### src/rtl/fir_mac_multich.sv
// fir_mac_multich: time-multiplexed FIR multiply-accumulate engine for the
// equalizer band path. One sample per channel arrives per sequencing cycle,
// coefficients come from an external band ROM, and all channels accumulate
// in parallel. One scaled word per channel is emitted with a 1-cycle valid.
//
// Build option: define FIR_MAC_SAT_EN to saturate the scaled accumulator to
// the DATA_W signed range; otherwise the low DATA_W bits are kept (wrap).
//
// state | meaning
// ------+---------------------------------------------------------------
// IDLE  | waiting for a frame; coeff_addr parked at 0 so coeff[0] is ready
// MAC   | accumulating one tap per sequencing cycle
// DONE  | scale accumulators into smpl_out, pulse valid, rewind coeff_addr
// HOLD  | frame ran past NUM_TAPS; ignore samples until sequencing drops
module fir_mac_multich #(
    parameter int DATA_W    = 16,
    parameter int COEFF_W   = 16,
    parameter int NUM_TAPS  = 1021,
    parameter int NUM_CH    = 2,
    parameter int ACC_W     = 40,
    parameter int FRAC_BITS = 15,
    localparam int ADDR_W   = (NUM_TAPS > 1) ? $clog2(NUM_TAPS) : 1
) (
    input  logic                     clk,
    input  logic                     rst_n,
    input  logic                     sequencing,
    input  logic [NUM_CH*DATA_W-1:0] smpl_in,
    output logic [ADDR_W-1:0]        coeff_addr,
    input  logic [COEFF_W-1:0]       coeff,
    output logic [NUM_CH*DATA_W-1:0] smpl_out,
    output logic                     valid,
    output logic                     busy
);

    localparam int CNT_W  = $clog2(NUM_TAPS + 1);
    localparam int PROD_W = DATA_W + COEFF_W;
    localparam logic [ADDR_W-1:0] ADDR_LAST = ADDR_W'(NUM_TAPS - 1);
    localparam logic [CNT_W-1:0]  CNT_LAST  = CNT_W'(NUM_TAPS - 1);

    typedef enum logic [1:0] {
        S_IDLE,
        S_MAC,
        S_DONE,
        S_HOLD
    } state_t;

    state_t state;
    state_t state_nxt;

    logic acc_load;
    logic acc_add;
    logic out_upd;
    logic addr_inc;

    logic [CNT_W-1:0]         tap_cnt;
    logic signed [ACC_W-1:0]  acc      [NUM_CH];
    logic signed [PROD_W-1:0] prod     [NUM_CH];
    logic signed [ACC_W-1:0]  prod_ext [NUM_CH];
    logic [DATA_W-1:0]        out_word [NUM_CH];

`ifdef FIR_MAC_SAT_EN
    localparam logic signed [ACC_W-1:0] SAT_MAX =
        {{(ACC_W-DATA_W+1){1'b0}}, {(DATA_W-1){1'b1}}};
    localparam logic signed [ACC_W-1:0] SAT_MIN =
        {{(ACC_W-DATA_W+1){1'b1}}, {(DATA_W-1){1'b0}}};
    logic signed [ACC_W-1:0] shifted [NUM_CH];
`endif

    // Signed per-channel product, sign-extended to accumulator width.
    always_comb begin
        for (int c = 0; c < NUM_CH; c++) begin
            prod[c]     = PROD_W'($signed(smpl_in[c*DATA_W +: DATA_W])) *
                          PROD_W'($signed(coeff));
            prod_ext[c] = ACC_W'(prod[c]);
        end
    end

    // Arithmetic scale of each accumulator down to an output word.
    always_comb begin
        for (int c = 0; c < NUM_CH; c++) begin
`ifdef FIR_MAC_SAT_EN
            shifted[c] = acc[c] >>> FRAC_BITS;
            if (shifted[c] > SAT_MAX) begin
                out_word[c] = {1'b0, {(DATA_W-1){1'b1}}};
            end else if (shifted[c] < SAT_MIN) begin
                out_word[c] = {1'b1, {(DATA_W-1){1'b0}}};
            end else begin
                out_word[c] = shifted[c][DATA_W-1:0];
            end
`else
            out_word[c] = DATA_W'(acc[c] >>> FRAC_BITS);
`endif
        end
    end

    // State register.
    always_ff @(posedge clk or negedge rst_n) begin
        if (!rst_n) begin
            state <= S_IDLE;
        end else begin
            state <= state_nxt;
        end
    end

    // Next-state and datapath strobes.
    always_comb begin
        state_nxt = state;
        acc_load  = 1'b0;
        acc_add   = 1'b0;
        out_upd   = 1'b0;
        addr_inc  = 1'b0;
        case (state)
            S_IDLE: begin
                if (sequencing) begin
                    acc_load  = 1'b1;
                    addr_inc  = 1'b1;
                    state_nxt = (NUM_TAPS == 1) ? S_DONE : S_MAC;
                end
            end
            S_MAC: begin
                if (sequencing) begin
                    acc_add  = 1'b1;
                    addr_inc = 1'b1;
                    if (tap_cnt == CNT_LAST) begin
                        state_nxt = S_DONE;
                    end
                end else begin
                    // Short frame: the partial sum is what gets reported.
                    state_nxt = S_DONE;
                end
            end
            S_DONE: begin
                out_upd   = 1'b1;
                state_nxt = sequencing ? S_HOLD : S_IDLE;
            end
            S_HOLD: begin
                if (!sequencing) begin
                    state_nxt = S_IDLE;
                end
            end
            default: state_nxt = S_IDLE;
        endcase
    end

    // Tap counter and ROM address; the address parks on the last tap so it
    // never points past the table.
    always_ff @(posedge clk or negedge rst_n) begin
        if (!rst_n) begin
            tap_cnt    <= '0;
            coeff_addr <= '0;
        end else begin
            if (acc_load) begin
                tap_cnt <= CNT_W'(1);
            end else if (acc_add) begin
                tap_cnt <= tap_cnt + CNT_W'(1);
            end else if (out_upd) begin
                tap_cnt <= '0;
            end

            if (out_upd) begin
                coeff_addr <= '0;
            end else if (addr_inc && (coeff_addr != ADDR_LAST)) begin
                coeff_addr <= coeff_addr + ADDR_W'(1);
            end
        end
    end

    // Accumulators: first tap loads directly, later taps add.
    always_ff @(posedge clk or negedge rst_n) begin
        if (!rst_n) begin
            for (int c = 0; c < NUM_CH; c++) begin
                acc[c] <= '0;
            end
        end else begin
            for (int c = 0; c < NUM_CH; c++) begin
                if (acc_load) begin
                    acc[c] <= prod_ext[c];
                end else if (acc_add) begin
                    acc[c] <= acc[c] + prod_ext[c];
                end
            end
        end
    end

    // Result register and its one-cycle strobe.
    always_ff @(posedge clk or negedge rst_n) begin
        if (!rst_n) begin
            smpl_out <= '0;
            valid    <= 1'b0;
        end else begin
            valid <= out_upd;
            if (out_upd) begin
                for (int c = 0; c < NUM_CH; c++) begin
                    smpl_out[c*DATA_W +: DATA_W] <= out_word[c];
                end
            end
        end
    end

    // Busy whenever a frame is in flight or being drained.
    always_comb begin
        busy = (state != S_IDLE);
    end

endmodule

### config.mk
export PLATFORM = sky130hd
export DESIGN_NAME = fir_mac_multich
export DESIGN_NICKNAME = d
export VERILOG_FILES = /design/src/rtl/fir_mac_multich.sv
export SDC_FILE = /design/constraint.sdc
export NUM_CORES = 2
export LEC_CHECK = 0
export CAP_MARGIN = 20
export CORE_UTILIZATION = 60
export DETAILED_ROUTE_END_ITERATION = 10
export PLACE_DENSITY = 0.78
export SKIP_CTS_REPAIR_TIMING = 1
export SLEW_MARGIN = 20
export SYNTH_ARGS = -nofsm -noshare
export SYNTH_HDL_FRONTEND = slang
export SYNTH_SLANG_ARGS = --single-unit
### constraint.sdc
create_clock -name clk -period 5.1 [get_ports clk]
set_clock_uncertainty 0.05 [all_clocks]
set_input_delay 1.02 -clock clk [delete_from_list [all_inputs] [get_ports clk]]
set_output_delay 1.02 -clock clk [all_outputs]
set_load 0.01 [all_outputs]
======== Word level (Yosys, flattened, before mapping) ========
Cells that the tools add are included.
operators by class
  multiplexer cells ....................... 20
  $add $sub $neg .......................... 4
  reductions and logical operators ........ 8
  multipliers ............................. 2
  eq/ne operators ......................... 8
operator list
  cell                                                                    count
  40-bit two-way mux                                                      4
  40-bit by 32-bit adder with 40-bit output                               2
  16-bit by 16-bit multiplier with 32-bit output                          2
  10-bit two-way mux                                                      5
  10-bit by 1-bit adder with 10-bit output (second input constant)        2
  10-bit equality test (second input constant)                            1
  2-bit two-way mux                                                       5
  10-bit != test (second input constant)                                  1
  2-bit case mux with 4 select lines                                      1
  2-bit nonzero test                                                      3
  1-bit two-way mux                                                       5
  2-bit equality test (second input constant)                             2
  2-bit != test (second input constant)                                   2
  3-bit != test (second input constant)                                   1
  3-bit AND reduction                                                     1
  3-bit nonzero test                                                      1
  2-bit by 1-bit equality test with 1-bit output (second input constant)  1
  2-bit zero test                                                         1
  2-bit OR reduction                                                      1
  1-bit logical AND                                                       1
storage, ports and cells
  bits in registers ....................... 135
  input bits .............................. 51
  output and inout bits ................... 44

======== Logic depth before layout (Yosys ltp) ========
  word-level depth ........................ 6
  depth in mapped cells ................... 34
  gate-level depth less buffers ........... 33

======== Least setup slack after synthesis ========
Ideal clock, no wire load.
  path kind ............................... input-to-reg
  start ................................... in coeff[1]
  end ..................................... reg acc[70] (netlist name)
  arrival time ............................ 8.124 ns
  setup time .............................. 0.082 ns
  slack ................................... -3.156 ns
  required time ........................... 4.968 ns
  cell stages on the path ................. 31
  cell sequence ........................... clkbuf_1 -> nand2_1 -> fa_1 -> fa_1 -> fa_1 -> fa_1 -> inv_1 -> fa_1 -> inv_1 -> fa_1 -> inv_1 -> ha_1 -> and3_1 -> a221oi_2 -> o21ai_1 -> a21oi_1 -> a211oi_1 -> o21a_1 -> o21a_1 -> o31a_1 -> ha_1 -> inv_1 -> a21oi_1 -> o21a_1 -> and3_1 -> a31oi_1 -> o21a_1 -> o21ai_1 -> nor4b_1 -> nor3_1 -> a31oi_1
on the way
  cells in the longest elaborated chain, start to end .. 4
ends and longest elaborated chain
  item                                                line  text
  from (decl)                                         29    input logic [COEFF_W-1:0] coeff,
  16-bit by 16-bit multiplier with 32-bit output (*)  72    prod[c] = PROD_W'($signed(smpl_in[c*DATA_W +: DATA_W])) *
  40-bit by 32-bit adder with 40-bit output           179   acc[c] <= acc[c] + prod_ext[c];
  40-bit two-way mux                                  178   end else if (acc_add) begin
  40-bit two-way mux (*)                              176   if (acc_load) begin
  to (signal, indexed assignment)                     177   acc[c] <= prod_ext[c];
  to (signal, indexed assignment)                     179
  to (decl)                                           56    logic signed [ACC_W-1:0] acc [NUM_CH];
Mark *: on every way between the ends. The rest lies on a longest branch, timed or not. The select of a mux whose other input is x is not followed.
A chain may end at the register's enable or synchronous reset.

======== Worst setup path after layout ========
  start ................................... in coeff[5]
  end ..................................... reg acc[70] (netlist name)
The elaborated chain is that of the path after synthesis.

==> run summary <==
Largest fanout on the critical path - 7
R2R Setup Slk - 1.75 ns
Slowest stage cell, crit path - sky130_fd_sc_hd__fa_1
Total via count in the routed design - 25300
Worst reg2reg endpoint - acc[64]
Count of placed standard cells including taps - 4229
Routed wire length - 88.5 mm
Floorplan die area - 0.0467 mm²
Yosys reg bits - 117
Category of the worst setup path launch point - primary input
Critical path class - primary input to flip-flop
Final-layout fill cell count - 2560
Max Clk Rate - 123 MHz
Class of the worst hold path - flip-flop to flip-flop
First-pass detailed-route iteration total - 6
Final worst-path setup slack - -3.04 ns
Req. time, crit path - 5.32 ns
Post-synth top cells - sky130_fd_sc_hd__inv_1, sky130_fd_sc_hd__fa_1, sky130_fd_sc_hd__nand2_1
Capturing element type of the critical path - flip-flop
Placement row count - 78
Placer's final routability congestion estimate - 0.926
Yosys top cell area share - 0.374
Async set or reset register ratio after synthesis - 1.00
TritonCTS sink count - 117
Area contributors post-synth - sky130_fd_sc_hd__fa_1, sky130_fd_sc_hd__dfrtp_1, sky130_fd_sc_hd__ha_1, sky130_fd_sc_hd__inv_1, sky130_fd_sc_hd__nand2_1
Post-synthesis instance total - 3151
Area added between synthesis and finish - 34.2%
Number of global-route vias before repair - 25800
Final number of setup-violating endpoints - 51
CP top delay family - adder cells
Reg-to-reg startpoint - acc[40]
Unrepaired setup endpoints after global routing - yes
Pin slew with the least headroom to its limit - 0.858 ns
Final-layout worst hold slack - 0.425 ns
Total gr overflow - 0
Max stage delay on crit path - 0.56 ns
Post-synthesis area per instance - 8.73 µm²
Most repeated library cell on the critical path - sky130_fd_sc_hd__fa_1
Area leader, netlist - sky130_fd_sc_hd__fa_1
Violations in the final reports - negative setup slack
Total I/O pin count - 95
Number of nets with antenna violations after detailed routing - 0
Final hold violations - 0
Sequential cell area fraction in the yosys report - 0.106
Per-cell routed wire length - 20.3 µm
Via density per instance - 5.80
Number of buffers between clock root and the deepest sink - 2
Synth Net Count - 3946
Number of remaining DRC errors - 0
Ant diodes - 0
H-tree depth reported by CTS - 4
Cell Count, Final, Fillers Out - 4362
Worst reg-to-reg path cell count - 13
Leading register cell type out of synthesis - sky130_fd_sc_hd__dfrtp_1
Number of nets in the final layout - 4544
Data arrival at the endpoint of the critical path - 8.36 ns
Iteration-0 DRC Markers - 2328
Most repeated cell in the gate-level netlist after synthesis - sky130_fd_sc_hd__inv_1
Post-synth design cell area - 0.0275 mm²
Yosys warns - 0
Number of clock buffers inserted by TritonCTS - 17
Cell at the root of the clock tree - sky130_fd_sc_hd__clkbuf_16
Fraction of the cycle the final worst path needs - 1.60
WHS Endpoint - smpl_out[19]
Number of port buffers - 94
Fraction of layout instances using a drive strength above 1 - 0.271
Aggregate global-route resource usage - 0.342
Worst slew margin relative to its limit - 0.428
TritonCTS clock tree - yes
Dpl hpwl - 62.9 mm
DIE HEIGHT - 216 µm
Cell depth of the worst min-delay path - 2
Pin count of the biggest net entering global routing - 68
Effective utilization at floorplan - 0.607
Antenna violations before repair - 0
Die span in x - 216 µm
Wire length of the first global-routing pass - 128 mm
Run status - finished with violations
Core ar. - 0.0453 mm²
Final critical path time including I/O delays and setup - 8.14 ns
Yosys cell types - 73
Clock-pin slew on the worst setup and hold paths - 0.06 ns
Insertion delay to the later sink of the worst-skew pair - 0.44 ns
CP Buf/Inv Count - 8
Number of max-slew violations in the final report - 0
Post-synth EDFFs - 0
Hold path startpoint - smpl_out[19]
# Max-Cap Violations - 0
## cell families after synthesis
group | Yosys count | share of synthesized area
flops | 117 | 0.106
fa+ha+maj | 744 | 0.479
compound gates | 431 | 0.0981
buf+inv | 723 | 0.0988
simple gates | 993 | 0.170
mux | 28 | 0.0102
xor+xnor | 115 | 0.0371
## cell type report
type,count,area (µm²),area share
sequential,117,2930,0.0794
multi-input combinational,2311,24000,0.650
inverter,605,2270,0.0615
timing repair buffer,697,6270,0.170
clock inverter,11,195,0.00529
tap,600,751,0.0203
clock buffer,21,480,0.0130
## flip-flops by register name, indices dropped and copies added (netlist names)
name,flops
state,2
valid,1
smpl_out,32
coeff_addr,10
acc,62
tap_cnt,10
## worst register-to-register path: stages, from the launching register on
cell and delay [ns]:
sky130_fd_sc_hd__dfrtp_1 0.38, sky130_fd_sc_hd__ha_1 0.24, sky130_fd_sc_hd__fa_1 0.46, sky130_fd_sc_hd__a211oi_1 0.45
sky130_fd_sc_hd__o21ai_2 0.19, sky130_fd_sc_hd__a31oi_4 0.24, sky130_fd_sc_hd__o211ai_1 0.23, sky130_fd_sc_hd__buf_4 0.23
sky130_fd_sc_hd__a31oi_4 0.18, sky130_fd_sc_hd__o21bai_1 0.09, sky130_fd_sc_hd__a21oi_1 0.18, sky130_fd_sc_hd__xnor2_1 0.14
sky130_fd_sc_hd__a21oi_1 0.08, sky130_fd_sc_hd__a21oi_1 0.17
## metrics by stage
| step | setup slack, ns | utilization | instance area, µm² | setup TNS, ns |
|---|---|---|---|---|
| after global placement | -3.63 | 0.737 | 33400 | -140.81 |
| after floorplan | -2.68 | - | 28500 | -78.89 |
| after detailed placement | -3.74 | 0.737 | 33400 | -146.62 |
| final | -3.04 | 0.815 | 36900 | -106.74 |
| after global routing | -3.23 | 0.815 | 36900 | -116.30 |
| after CTS | -3.32 | 0.751 | 34000 | -125.84 |
## worst max path at each step
| stage | cells past startpoint | startpoint | to |
|---|---|---|---|
| after floorplan | 33 | coeff[4] | acc[70] |
| after global placement | 31 | smpl_in[4] | acc[70] |
| after detailed placement | 31 | smpl_in[4] | acc[70] |
| after CTS | 31 | smpl_in[4] | acc[70] |
| after global routing | 31 | coeff[5] | acc[70] |
| final | 31 | coeff[5] | acc[70] |
## layer usage
metal / share of wire / track usage / vias up
met1: 0.38 / 0.476 / 12600
met2: 0.48 / 0.556 / 1408
met3: 0.083 / 0.0504 / 367
met5: 0 / 0 / -
met4: 0.053 / 0.102 / 0
li1: - / - / 11000
## placed cells by master, fill, tap and decap left out, types with 11 or more instances in the layout
cell                              instances
sky130_fd_sc_hd__inv_1                  562
sky130_fd_sc_hd__fa_1                   500
sky130_fd_sc_hd__buf_4                  487
sky130_fd_sc_hd__nand2_1                446
sky130_fd_sc_hd__and2_1                 215
sky130_fd_sc_hd__ha_1                   177
sky130_fd_sc_hd__dfrtp_1                116
sky130_fd_sc_hd__nor2_1                 113
sky130_fd_sc_hd__a21oi_1                 80
sky130_fd_sc_hd__buf_6                   77
sky130_fd_sc_hd__o21ai_0                 52
sky130_fd_sc_hd__xnor2_1                 52
sky130_fd_sc_hd__a21o_1                  50
sky130_fd_sc_hd__clkdlybuf4s50_1         46
sky130_fd_sc_hd__ha_4                    45
sky130_fd_sc_hd__inv_2                   42
sky130_fd_sc_hd__o21ai_1                 40
sky130_fd_sc_hd__a21oi_2                 34
sky130_fd_sc_hd__and2_4                  27
sky130_fd_sc_hd__mux2i_1                 27
sky130_fd_sc_hd__buf_12                  27
sky130_fd_sc_hd__nand2b_1                26
sky130_fd_sc_hd__clkbuf_16               25
sky130_fd_sc_hd__dlymetal6s2s_1          25
sky130_fd_sc_hd__o21ai_2                 24
sky130_fd_sc_hd__xor2_1                  24
sky130_fd_sc_hd__xnor2_2                 24
sky130_fd_sc_hd__nand3_1                 22
sky130_fd_sc_hd__o21a_1                  22
sky130_fd_sc_hd__a31oi_1                 17
sky130_fd_sc_hd__nand2_2                 17
sky130_fd_sc_hd__nor3_1                  14
sky130_fd_sc_hd__fa_2                    14
sky130_fd_sc_hd__clkbuf_2                13
sky130_fd_sc_hd__nand4_1                 12
sky130_fd_sc_hd__and3_1                  11
Power is not shown: default switching activity piles up to over one toggle a cycle in this logic, so the estimate is an artifact.
